===== config.mk =====
export PLATFORM = sky130hd
export DESIGN_NAME = modem_axi_regs
export DESIGN_NICKNAME = d
export VERILOG_FILES = /design/src/rtl/modem_axi_regs.sv
export SDC_FILE = /design/constraint.sdc
export NUM_CORES = 1
export LEC_CHECK = 0
export CAP_MARGIN = 25
export CORE_MARGIN = 8
export CORE_UTILIZATION = 32
export DETAILED_ROUTE_END_ITERATION = 10
export PLACE_DENSITY_LB_ADDON = 0.15
export RECOVER_POWER = 100
export SLEW_MARGIN = 20
export SYNTH_ARGS = -nofsm -noshare
export SYNTH_HDL_FRONTEND = slang
export SYNTH_SLANG_ARGS = --single-unit

===== constraint.sdc =====
create_clock -name S_AXI_ACLK -period 1.5 [get_ports S_AXI_ACLK]
set_input_delay 0.3 -clock S_AXI_ACLK [delete_from_list [all_inputs] [get_ports S_AXI_ACLK]]
set_output_delay 0.3 -clock S_AXI_ACLK [all_outputs]
set_load 0.1 [all_outputs]

===== src/rtl/modem_axi_regs.sv =====
// AXI4-Lite slave: CPU write port into the TX ring dpram, read port out of the RX ring dpram, ring pointers.
// Optional: define MODEM_AXI_SLVERR_EN to answer unmapped/illegal accesses with SLVERR.
module modem_axi_regs #(
    parameter int C_S_AXI_DATA_WIDTH = 32,
    parameter int C_S_AXI_ADDR_WIDTH = 13
) (
    input  logic                            S_AXI_ACLK,
    input  logic                            S_AXI_ARESETN,
    input  logic [C_S_AXI_ADDR_WIDTH-1:0]   S_AXI_AWADDR,
    input  logic [2:0]                      S_AXI_AWPROT,
    input  logic                            S_AXI_AWVALID,
    output logic                            S_AXI_AWREADY,
    input  logic [C_S_AXI_DATA_WIDTH-1:0]   S_AXI_WDATA,
    input  logic [C_S_AXI_DATA_WIDTH/8-1:0] S_AXI_WSTRB,
    input  logic                            S_AXI_WVALID,
    output logic                            S_AXI_WREADY,
    output logic [1:0]                      S_AXI_BRESP,
    output logic                            S_AXI_BVALID,
    input  logic                            S_AXI_BREADY,
    input  logic [C_S_AXI_ADDR_WIDTH-1:0]   S_AXI_ARADDR,
    input  logic [2:0]                      S_AXI_ARPROT,
    input  logic                            S_AXI_ARVALID,
    output logic                            S_AXI_ARREADY,
    output logic [C_S_AXI_DATA_WIDTH-1:0]   S_AXI_RDATA,
    output logic [1:0]                      S_AXI_RRESP,
    output logic                            S_AXI_RVALID,
    input  logic                            S_AXI_RREADY,
    input  logic [7:0]                      rx_wp_i,
    input  logic [7:0]                      tx_rp_i,
    output logic [7:0]                      rx_rp_o,
    output logic [7:0]                      tx_wp_o,
    output logic [31:0]                     tx_wdata_o,
    output logic [7:0]                      tx_waddr_o,
    output logic                            tx_wen_o,
    input  logic [31:0]                     rx_rdata_i,
    output logic [7:0]                      rx_raddr_o
);

    localparam logic [10:0] W_TX_WP = 11'h400;
    localparam logic [10:0] W_TX_RP = 11'h401;
    localparam logic [10:0] W_RX_WP = 11'h402;
    localparam logic [10:0] W_RX_RP = 11'h403;
    localparam logic [10:0] W_ID    = 11'h404;
    localparam logic [31:0] ID_VALUE = 32'h4D4F4445;

    localparam logic [1:0] R_IDLE = 2'd0;
    localparam logic [1:0] R_ADDR = 2'd1;
    localparam logic [1:0] R_DATA = 2'd2;

    // Word-address decode of the read mux; bits [10:8] of the word select the 1 KiB window.
    function automatic logic [31:0] rd_mux(input logic [10:0] word, input logic [31:0] rx_word,
                                           input logic [7:0] tx_wp, input logic [7:0] tx_rp,
                                           input logic [7:0] rx_wp, input logic [7:0] rx_rp);
        rd_mux = '0;
        if (word[10:8] == 3'b001) begin
            rd_mux = rx_word;
        end else begin
            case (word)
                W_TX_WP: rd_mux = {24'd0, tx_wp};
                W_TX_RP: rd_mux = {24'd0, tx_rp};
                W_RX_WP: rd_mux = {24'd0, rx_wp};
                W_RX_RP: rd_mux = {24'd0, rx_rp};
                W_ID:    rd_mux = ID_VALUE;
                default: rd_mux = '0;
            endcase
        end
    endfunction

    logic        aw_ready_q;
    logic        bvalid_q;
    logic [1:0]  bresp_q;
    logic [7:0]  tx_wp_q;
    logic [7:0]  rx_rp_q;
    logic        wr_hs;
    logic        wr_tx_win;
    logic [10:0] wr_word;
    logic [1:0]  wr_resp;

    logic [1:0]  rd_state;
    logic        ar_ready_q;
    logic        ar_hs;
    logic [10:0] ar_word_q;
    logic [31:0] rdata_q;
    logic [1:0]  rresp_q;
    logic        rvalid_q;
    logic [1:0]  rd_resp;

    assign wr_word   = S_AXI_AWADDR[12:2];
    assign wr_tx_win = (S_AXI_AWADDR[12:10] == 3'b000);
    assign wr_hs     = aw_ready_q & S_AXI_AWVALID & S_AXI_WVALID;
    assign ar_hs     = ar_ready_q & S_AXI_ARVALID;

`ifdef MODEM_AXI_SLVERR_EN
    assign wr_resp = (wr_tx_win || wr_word == W_TX_WP || wr_word == W_RX_RP) ? 2'b00 : 2'b10;
    assign rd_resp = (ar_word_q[10:8] == 3'b001 || (ar_word_q >= W_TX_WP && ar_word_q <= W_ID))
                     ? 2'b00 : 2'b10;
`else
    assign wr_resp = 2'b00;
    assign rd_resp = 2'b00;
`endif

    // TX dpram port is only driven during the write handshake cycle
    assign tx_wen_o   = wr_hs & wr_tx_win;
    assign tx_waddr_o = tx_wen_o ? S_AXI_AWADDR[9:2] : 8'd0;
    assign tx_wdata_o = tx_wen_o ? S_AXI_WDATA : 32'd0;

    assign S_AXI_AWREADY = aw_ready_q;
    assign S_AXI_WREADY  = aw_ready_q;
    assign S_AXI_BVALID  = bvalid_q;
    assign S_AXI_BRESP   = bresp_q;
    assign tx_wp_o       = tx_wp_q;
    assign rx_rp_o       = rx_rp_q;

    always_ff @(posedge S_AXI_ACLK or negedge S_AXI_ARESETN) begin
        if (!S_AXI_ARESETN) begin
            aw_ready_q <= 1'b0;
            bvalid_q   <= 1'b0;
            bresp_q    <= 2'b00;
            tx_wp_q    <= 8'd0;
            rx_rp_q    <= 8'd0;
        end else begin
            aw_ready_q <= !aw_ready_q && S_AXI_AWVALID && S_AXI_WVALID && !bvalid_q;
            if (wr_hs) begin
                bvalid_q <= 1'b1;
                bresp_q  <= wr_resp;
                if (wr_word == W_TX_WP) tx_wp_q <= S_AXI_WDATA[7:0];
                if (wr_word == W_RX_RP) rx_rp_q <= S_AXI_WDATA[7:0];
            end else if (S_AXI_BREADY) begin
                bvalid_q <= 1'b0;
            end
        end
    end

    // The RX dpram samples the address on the AR handshake edge, so its data is ready in R_ADDR
    assign rx_raddr_o    = ar_hs ? S_AXI_ARADDR[9:2] : ar_word_q[7:0];
    assign S_AXI_ARREADY = ar_ready_q;
    assign S_AXI_RDATA   = rdata_q;
    assign S_AXI_RRESP   = rresp_q;
    assign S_AXI_RVALID  = rvalid_q;

    always_ff @(posedge S_AXI_ACLK or negedge S_AXI_ARESETN) begin
        if (!S_AXI_ARESETN) begin
            rd_state   <= R_IDLE;
            ar_ready_q <= 1'b0;
            ar_word_q  <= '0;
            rdata_q    <= '0;
            rresp_q    <= 2'b00;
            rvalid_q   <= 1'b0;
        end else begin
            case (rd_state)
                R_IDLE: begin
                    if (ar_hs) begin
                        ar_ready_q <= 1'b0;
                        ar_word_q  <= S_AXI_ARADDR[12:2];
                        rd_state   <= R_ADDR;
                    end else begin
                        ar_ready_q <= S_AXI_ARVALID;
                    end
                end
                R_ADDR: begin
                    rdata_q  <= rd_mux(ar_word_q, rx_rdata_i, tx_wp_q, tx_rp_i, rx_wp_i, rx_rp_q);
                    rresp_q  <= rd_resp;
                    rvalid_q <= 1'b1;
                    rd_state <= R_DATA;
                end
                R_DATA: begin
                    if (S_AXI_RREADY) begin
                        rvalid_q <= 1'b0;
                        rd_state <= R_IDLE;
                    end
                end
                default: rd_state <= R_IDLE;
            endcase
        end
    end

    logic unused_ok;
    assign unused_ok = ^{S_AXI_AWPROT, S_AXI_ARPROT, S_AXI_WSTRB,
                         S_AXI_AWADDR[1:0], S_AXI_ARADDR[1:0]};

endmodule


==> flow_summary.ini, run 1 <==
[timing]
setup_ws_ns = -0.4844
drv_slew = 0
finalCritPeriodShare_pct = 132.3
tightest_slew_ns = 0.8584
setup_viol = 84
hold_viol = 0
max-slew-margin-rel_pct = 42.78
rsz0062_at_grt = yes
fmax_mhz = 503.9
period_needed_ns = 1.984
hold_ws_ns = 0.3717
skew_ns = 0.01178

[place]
hpwl_um = 10380
port_buffers = 210
place.gp.congestion = 0.7655
dp_cells = 688

[synthesis]
ys_seq_elements = 65
ys_seq_area_share_pct = 49.32
synth_top_flop_cell = dfrtp_1
synth_area_sq_um = 3298
ys_warn_count = 0
avgSynthCellArea_sq_um = 10.02
post_synth_num_cell_types = 36
synth_edf_count = 0
async_reset_ff_share_pct = 100.0
synthCells = 329

[cells_and_area]
layout_commonest_cell = buf_12
nNetsFinal = 702
antenna_cells = 0
final_cell_mix = buf_12 (108), clkdlybuf4s50_1 (101), dfrtp_1 (57)
final_cells = 720
area_growth_pct = 131.7
layout-drive-gt1-share_pct = 49.66

[global_routing]
grtUsageTotal_pct = 18.50
grt_max_degree = 66
antenna_found_initial = 0
grt_pass1_wl_um = 20540
gr-total-overflow = 0
first_global_vias = 3861

[clocking]
cts_made_buffers = 9
cts_tree = done
clock_tree.buffer_depth = 2
root_buffer = clkbuf_8
clkTransAtPathRegs_ns = 0.07
clock_sink_count = 65
htreeDepth = 3
clk_latency_ns = 0.35

[setup_path]
rrSetupSlack_ns = -0.42
worst-path-max-fanout = 15
critPathKind = flop to primary output
end_kind = primary output
path_cells = nand3_4 -> nor4_4 -> buf_6 -> clkbuf_16 -> and2_4 -> buf_12
cpMaxStageDelayCell = dfrtp_4
start_kind = flop
arrival_ns = 1.68
cp_slowest_stage_delay_ns = 0.43
critPathRequiredTime_ns = 1.20

[floorplanning]
start_util_pct = 32.38
rows = 37
dieArea_sq_um = 13810
num_io_pins = 229
die_x_um = 117.5
die_y_um = 117.5
core_area_sq_um = 10180

[pwr]
totalPowerFinal_mw = 13.95
vdd_drop_max_mv = 1.233
p_leak_nw = 3.364
p_per_area_nw_per_um2 = 1826

[job]
max-cap-violations = 0

[drt]
drtPass1Iterations = 5
wire_per_inst_um = 18.21
ant_nets = 0
drc = 0
drt_wl_total_um = 13110
via_count = 3377
viasPerCell = 4.690
drt_iter0_markers = 159

[run_status]
violations = setup timing
status = finished, violations left

[worst_hold_path]
hold_class = input port to flop
path summary, 6_finish.rpt:
path | startpoint | endpoint | cells past startpoint
max in group asynchronous | S_AXI_ARESETN | S_AXI_AWREADY | 3
hold reg to reg | S_AXI_BVALID | S_AXI_AWREADY | 1
hold / removal | S_AXI_AWVALID | S_AXI_AWREADY | 3
setup / recovery | S_AXI_AWREADY | tx_wdata_o[24] | 6
min in group asynchronous | S_AXI_ARESETN | S_AXI_RDATA[15] | 3
setup reg to reg | S_AXI_AWREADY | tx_wp_o[3] | 7
power breakdown:
group	internal (mW)	switching (mW)
Combinational	3.75	5.69
Clock	0.765	0.678
Sequential	2.36	0.706
Total	6.88	7.08
timing repair:
action | CTS | global route
resized for setup | 45 | 16
endpoints found under the hold margin | 65 | 0
buffers inserted | 7 | 5
cloned | 4 | 3
pin swaps | 12 | 13
hold buffers | 1 | 0
endpoints found under the setup margin | 84 | 98
logic make-up (layout without fill, tap and decap cells):
family | Yosys count | count (layout) | synth area share (%)
AND/OR/NAND/NOR | 160 | 161 | 24.55
flip-flops | 65 | 65 | 49.32
multiplexers | 43 | 43 | 16.43
AO/OA/AOI/OAI | 34 | 34 | 5.690
other | 1 | 4 | 0.1137
buffers and inverters | 26 | 277 | 3.908
synthesized netlist by cell type, types with 2 or more instances:
library cell	count	area, sq um
dfrtp_1	65	1627
nand2_1	46	172.7
and2_1	41	256.5
nor2_1	28	105.1
mux2_2	27	304.0
nand3_1	19	95.09
a21oi_1	17	85.08
clkbuf_1	13	48.80
mux2_4	8	120.1
o21ai_0	8	40.04
nor3_1	6	30.03
a31oi_1	5	31.28
and2_0	5	31.28
buf_4	5	37.54
mux2i_1	5	50.05
buf_2	4	20.02
a211oi_1	3	22.52
mux4_2	3	67.56
inv_1	2	7.510
nor2b_1	2	12.51
nor4_1	2	12.51
critical path, delay by kind of cell, from the launching register on:
family,cells,cell delay (ns)
buf+inv,3,0.52
flops,1,0.43
simple gates,3,0.39
routing by layer:
layer	vias up	GRT usage, %	wire length, um
met5	-	0	0
met4	0	6.565	270
met3	18	9.592	1522
met2	164	31.48	6482
met1	1590	19.15	4833
li1	1605	-	-
layout make-up:
| cell class | instances | area (sq um) |
|---|---|---|
| Fill cell | 669 | 2544 |
| Clock buffer | 11 | 131.4 |
| Timing Repair Buffer | 259 | 3643 |
| Sequential cell | 65 | 1642 |
| Multi-Input combinational cell | 242 | 1991 |
| Tap cell | 136 | 170.2 |
| Clock inverter | 5 | 56.30 |
| Inverter | 2 | 7.507 |
stage by stage:
stage          setup slack, ns  instance area [sq um]  TNS (ns)  utilization, %
4_1_cts                -0.5152                   7547    -27.11           74.10
6_report               -0.4844                   7641    -28.14           75.02
3_5_place_dp           -0.6157                   7089    -37.24           69.61
2_1_floorplan          -0.4213                   3611    -20.76               -
3_3_place_gp           -0.5765                   7089    -34.80           69.61
5_1_grt                -0.5625                   7641    -34.46           75.02
state kept, by name, indices dropped and copies added (netlist names):
name / count
S_AXI_ARREADY: 1
rd_state: 2
S_AXI_RDATA: 32
S_AXI_BVALID: 1
S_AXI_RVALID: 1
rx_rp_o: 8
S_AXI_AWREADY: 1
ar_word_q: 11
tx_wp_o: 8
No activity file was read; power rests on OpenSTA's default activity.
==> run 2, diff against run 1 <==
--- a/config.mk
+++ b/config.mk
@@ -5,9 +5,10 @@
 export SDC_FILE = /design/constraint.sdc
 export NUM_CORES = 1
 export LEC_CHECK = 0
+export ABC_AREA = 1
 export CAP_MARGIN = 25
 export CORE_MARGIN = 8
-export CORE_UTILIZATION = 32
+export CORE_UTILIZATION = 33
 export DETAILED_ROUTE_END_ITERATION = 10
 export PLACE_DENSITY_LB_ADDON = 0.15
 export RECOVER_POWER = 100
==> flow_summary.ini, run 2 <==
[drt]
drtPass1Iterations = 4
drc = 0
via_count = 4206
ant_nets = 0
drt_iter0_markers = 279
drt_wl_total_um = 15520
wire_per_inst_um = 17.38
viasPerCell = 4.710

[floorplanning]
dieArea_sq_um = 14130
num_io_pins = 229
rows = 37
start_util_pct = 33.83
die_y_um = 118.9
die_x_um = 118.9
core_area_sq_um = 10320

[synthesis]
synth_xor_area_share_pct = 0
avgSynthCellArea_sq_um = 7.083
synth_compound_area_share_pct = 7.596
ys_warn_count = 0
async_reset_ff_share_pct = 100.0
muxShareOfSynthArea_pct = 0
yosysTopAreaCellShare_pct = 46.58
synth_area_leader_cell = dfrtp_1
synth-simple-area-share_pct = 34.54
yosysMostFrequentCell = nand2_1
post_synth_num_cell_types = 22
synth_top_flop_cell = dfrtp_1
synth_top_family_by_area = simple AND/OR/NAND/NOR gates
ys_seq_elements = 65
synthAdderAreaFrac_pct = 0
yosys-top-cells-area = dfrtp_1 (47%), nand2_1 (14%), nor2_1 (9.5%)
ys_seq_area_share_pct = 46.58
synthCells = 493
synth_edf_count = 0
synth_area_sq_um = 3492
ys_top_cells_by_count = nand2_1 (132), nor2_1 (88), dfrtp_1 (65)

[run_status]
violations = setup timing
status = finished, violations left

[timing]
finalCritPeriodShare_pct = 134.4
setup_ws_ns = -0.5156
drv_slew = 0
hold_viol = 0
rsz0062_at_grt = yes
setup_viol = 72
max-slew-margin-rel_pct = 45.61
skew_ns = 0.006612
fmax_mhz = 496.1
period_needed_ns = 2.016
tightest_slew_ns = 0.8158
tns_ns = -26.07

[clocking]
root_buffer = clkbuf_8
clkTransAtPathRegs_ns = 0.07
clock_sink_count = 65
cts_tree = done
clk_latency_ns = 0.36
htreeDepth = 3
cts_made_buffers = 9
clock_tree.buffer_depth = 2

[setup_path]
critPathKind = flop to primary output
cpMaxStageDelayCell = dfrtp_4
cp_slowest_stage_delay_ns = 0.43
r2r_cells = 6
timing.rr.end = ar_word_q[4]
arrival_ns = 1.72
critPathRequiredTime_ns = 1.20
rrSetupSlack_ns = -0.26
end_kind = primary output
reg2reg_from = S_AXI_ARREADY
cpMostUsedCell = buf_12
path_cells = nand3_4 -> nor3_4 -> clkinv_4 -> buf_12 -> nor2_4 -> buf_12
worst-path-max-fanout = 13
start_kind = flop

[cells_and_area]
antenna_cells = 0
final_cell_mix = nand2_1 (122), clkdlybuf4s50_1 (101), dfrtp_1 (63)
layout-drive-gt1-share_pct = 36.72
final_cells = 893
area_growth_pct = 113.6
largest_reg_flops = 32
nNetsFinal = 875
fillers = 728
regArea_sq_um = 1632
layout_commonest_cell = nand2_1
multi_input_area_sq_um = 2123

[job]
max-cap-violations = 0

[pwr]
p_leak_nw = 3.558
vdd_drop_max_mv = 1.010
p_per_area_nw_per_um2 = 1597
totalPowerFinal_mw = 11.91

[place]
port_buffers = 210
hpwl_um = 11680
dp_cells = 858
place.gp.congestion = 0.7986

[global_routing]
grtUsageTotal_pct = 20.99
gr-total-overflow = 0
antenna_found_initial = 0
grt_max_degree = 66
grt_pass1_wl_um = 23650
first_global_vias = 4450

[worst_hold_path]
min_delay_worst_endpoint = S_AXI_AWREADY
hold_depth = 3
hold_class = input port to flop
worstHoldStart = S_AXI_AWVALID
run 2: per-layer routing:
layer	up-vias	global-route usage [%]	routed length (um)
li1	2036	-	-
met2	182	37.30	7911
met5	-	0	0
met1	1970	21.66	5813
met4	0	6.403	237
met3	18	9.684	1558
run 2: critical path: cells and delay by family (launching register included):
family | cells | cell delay [ns]
simple gates | 3 | 0.39
flops | 1 | 0.43
buf+inv | 3 | 0.53
run 2: layout make-up:
class	instances	area share [%]
repair buffers	267	41.34
multi-input cells	341	28.47
flip-flops and latches	65	21.88
inverters	67	3.439
well taps	136	2.281
clock buffers	10	1.711
clock inverters	6	0.7885
repair inverters	1	0.1007
run 2: where the power goes:
| group | switching (mW) | internal, mW |
|---|---|---|
| clock network | 0.697 | 0.758 |
| registers | 0.416 | 2.29 |
| logic | 5.60 | 2.15 |
run 2: cell families after synthesis:
logic type,count (synthesis)
flip-flops,65
buffers and inverters,92
AO/OA/AOI/OAI,53
AND/OR/NAND/NOR,282
other,1
run 2: what timing repair did:
| action | CTS | global route |
|---|---|---|
| setup endpoints to repair | 51 | 83 |
| buffers inserted | 6 | 4 |
| pin swaps | 4 | 17 |
| gates resized for setup | 30 | 48 |
| hold buffers | 1 | 0 |
| endpoints found under the hold margin | 65 | 0 |
| gates cloned | 3 | 5 |
run 2: stage by stage:
stage | util [%] | area, sq um | worst slack (ns) | hold slack, ns
final | 72.25 | 7458 | -0.5156 | 0.3441
after global routing | 72.25 | 7458 | -0.5859 | 0.3512
after CTS | 75.80 | 7825 | -0.5398 | 0.3351
after detailed placement | 72.17 | 7451 | -0.6591 | 0.3414
after global placement | 72.17 | 7451 | -0.6522 | 0.3413
after floorplan | - | 3984 | -1.376 | 0.004409
run 2: worst max path at each step:
stage	from	endpoint	slack (ns)
after floorplan	S_AXI_AWREADY	tx_waddr_o[0]	-1.38
after global placement	S_AXI_WVALID	tx_wdata_o[21]	-0.65
after detailed placement	S_AXI_WVALID	tx_waddr_o[0]	-0.66
after CTS	S_AXI_AWREADY	tx_waddr_o[0]	-0.54
after global routing	S_AXI_AWREADY	tx_wdata_o[11]	-0.59
final	S_AXI_AWREADY	tx_waddr_o[0]	-0.52
==> RTL edit: new RTL, config.mk and constraints of run 2 <==
Build with the macro `MODEM_AXI_SLVERR_EN` defined.
--- a/src/rtl/modem_axi_regs.sv
+++ b/src/rtl/modem_axi_regs.sv
@@ -2,2 +2,4 @@
 // Optional: define MODEM_AXI_SLVERR_EN to answer unmapped/illegal accesses with SLVERR.
+`define MODEM_AXI_SLVERR_EN
+
 module modem_axi_regs #(
Formal check against the unedited RTL: not equivalent (a bounded check fails within 4 cycles, from zero or initial values and one cycle with S_AXI_ARESETN low).
==> RTL edit against run 2 <==
Synthesized area increased by 5.3%; worst setup slack improved by 130 ps; non-clock buffer count up 16; clock power increased by 18%; design area grew 16%; wire length up 13%; total power increased by 18%; largest cell class unchanged; the flow still finishes with violations (setup timing); sequential cell count is 2 higher.
==> RTL edit: results (changes against run 2) <==
[outcome]
outcome=finished, violations left
violations=setup timing

[power]
p_leak_nw=3.76  ; +5.8%
seqPwrFrac_pct=21.4  ; -1.3 points
peakVddDrop_mv=1.96  ; +94%
switchingPower_mw=7.40  ; +10%
p_clk_mw=1.72  ; +18%
pg_seq_mw=3.01  ; +11%

[global_routing]
grt_max_degree=38  ; -42%
grtUsageMet1_pct=25.3  ; +3.7 points
antenna_found_initial=2  ; +2
grtUsageMet3_pct=5.78  ; -3.9 points
grtUsageMet2_pct=37.8  ; +0.52 points
grt_pass1_wl_microns=25400  ; +7.6%
grt_use_total_pct=21.9  ; +0.93 points
first_global_vias=4554  ; +2.3%

[routing]
drt_iter0_drc=247  ; -11%
firstDrtPassIters=5  ; +1
vias_per_cell=4.91  ; +4.3%
route.met3.wl_microns=1160  ; -25%
wl_met1_microns=6790  ; +17%
wl_met2_microns=8940  ; +13%

[timing]
setup_viol=54  ; -25%
worst_slack_ps=-390  ; +126 ps
skew_ps=15.8  ; +9.17 ps
hold-worst-slack_ps=378  ; +33.5 ps
timing.setup.tns_ps=-16980  ; +9090 ps
worst_pin_slew_ps=520  ; -296 ps

[placed_design]
placed_cell_area_sq_mm=0.00762  ; +2.3%
place_congestion=0.832  ; +4.1%
dp_hpwl_microns=12100  ; +3.6%
dp_cells=873  ; +1.7%

[final_layout]
layout-drive-gt1-share_pct=42.3  ; +5.6 points
buffers_excl_clock=283  ; +6.0%
fin_nets=905  ; +3.4%
multi_input_area_sq_mm=0.00238  ; +12%
sh_seq_area_pct=19.5  ; -2.4 points
multi_input_area_share_pct=27.5  ; -0.96 points
clockNetworkAreaShare_pct=2.59  ; +0.092 points
clkbuf_count=9  ; -1
final_cells=929  ; +4.0%
antenna_cells=2  ; +2
buffer_area_share_pct=45.1  ; +3.7 points

[clock_network]
cts_resized=55  ; +83%
post_cts_buffers=18  ; +12

[synthesis]
synth-compound-area-share_pct=11.8  ; +4.2 points
syn_avg_cell_area_sq_um=7.25  ; +2.4%
synthTopCellsByArea=dfrtp_1 46%, nand2_1 11%, nor2_1 9.8%
ys_ff_latch=67  ; +3.1%
yosysSeqAreaShare_pct=45.6  ; -0.98 points

[worst_setup_path]
cp.arrival_ps=1590  ; -130 ps

[die]
dieArea_sq_mm=0.0148  ; +4.6%

-- RTL edit: cell types whose count changed in the layout (fill, tap and decap cells not counted), sizes merged, moves of 8 or more --
cell,delta
buf,+61
nand3,-8
clkbuf,-44
nor2,+13
o21ai,+29
nand2,-24
-- RTL edit: final timing paths --
kind / from / end / depth (start not counted)
worst max-delay path: S_AXI_AWREADY$_DFF_PN0_ / tx_wdata_o[4] / 6
worst min-delay path: S_AXI_AWVALID / S_AXI_AWREADY$_DFF_PN0_ / 3
worst max register to register: ar_word_q[4]$_DFFE_PN0P_ / S_AXI_RDATA[1]$_DFFE_PN0P_ / 8
worst min register to register: S_AXI_BVALID$_DFFE_PN0P_ / S_AXI_AWREADY$_DFF_PN0_ / 1
max in group asynchronous: S_AXI_ARESETN / S_AXI_ARREADY$_DFFE_PN0N_ / 3
min in group asynchronous: S_AXI_ARESETN / S_AXI_RDATA[10]$_DFFE_PN0P_ / 2
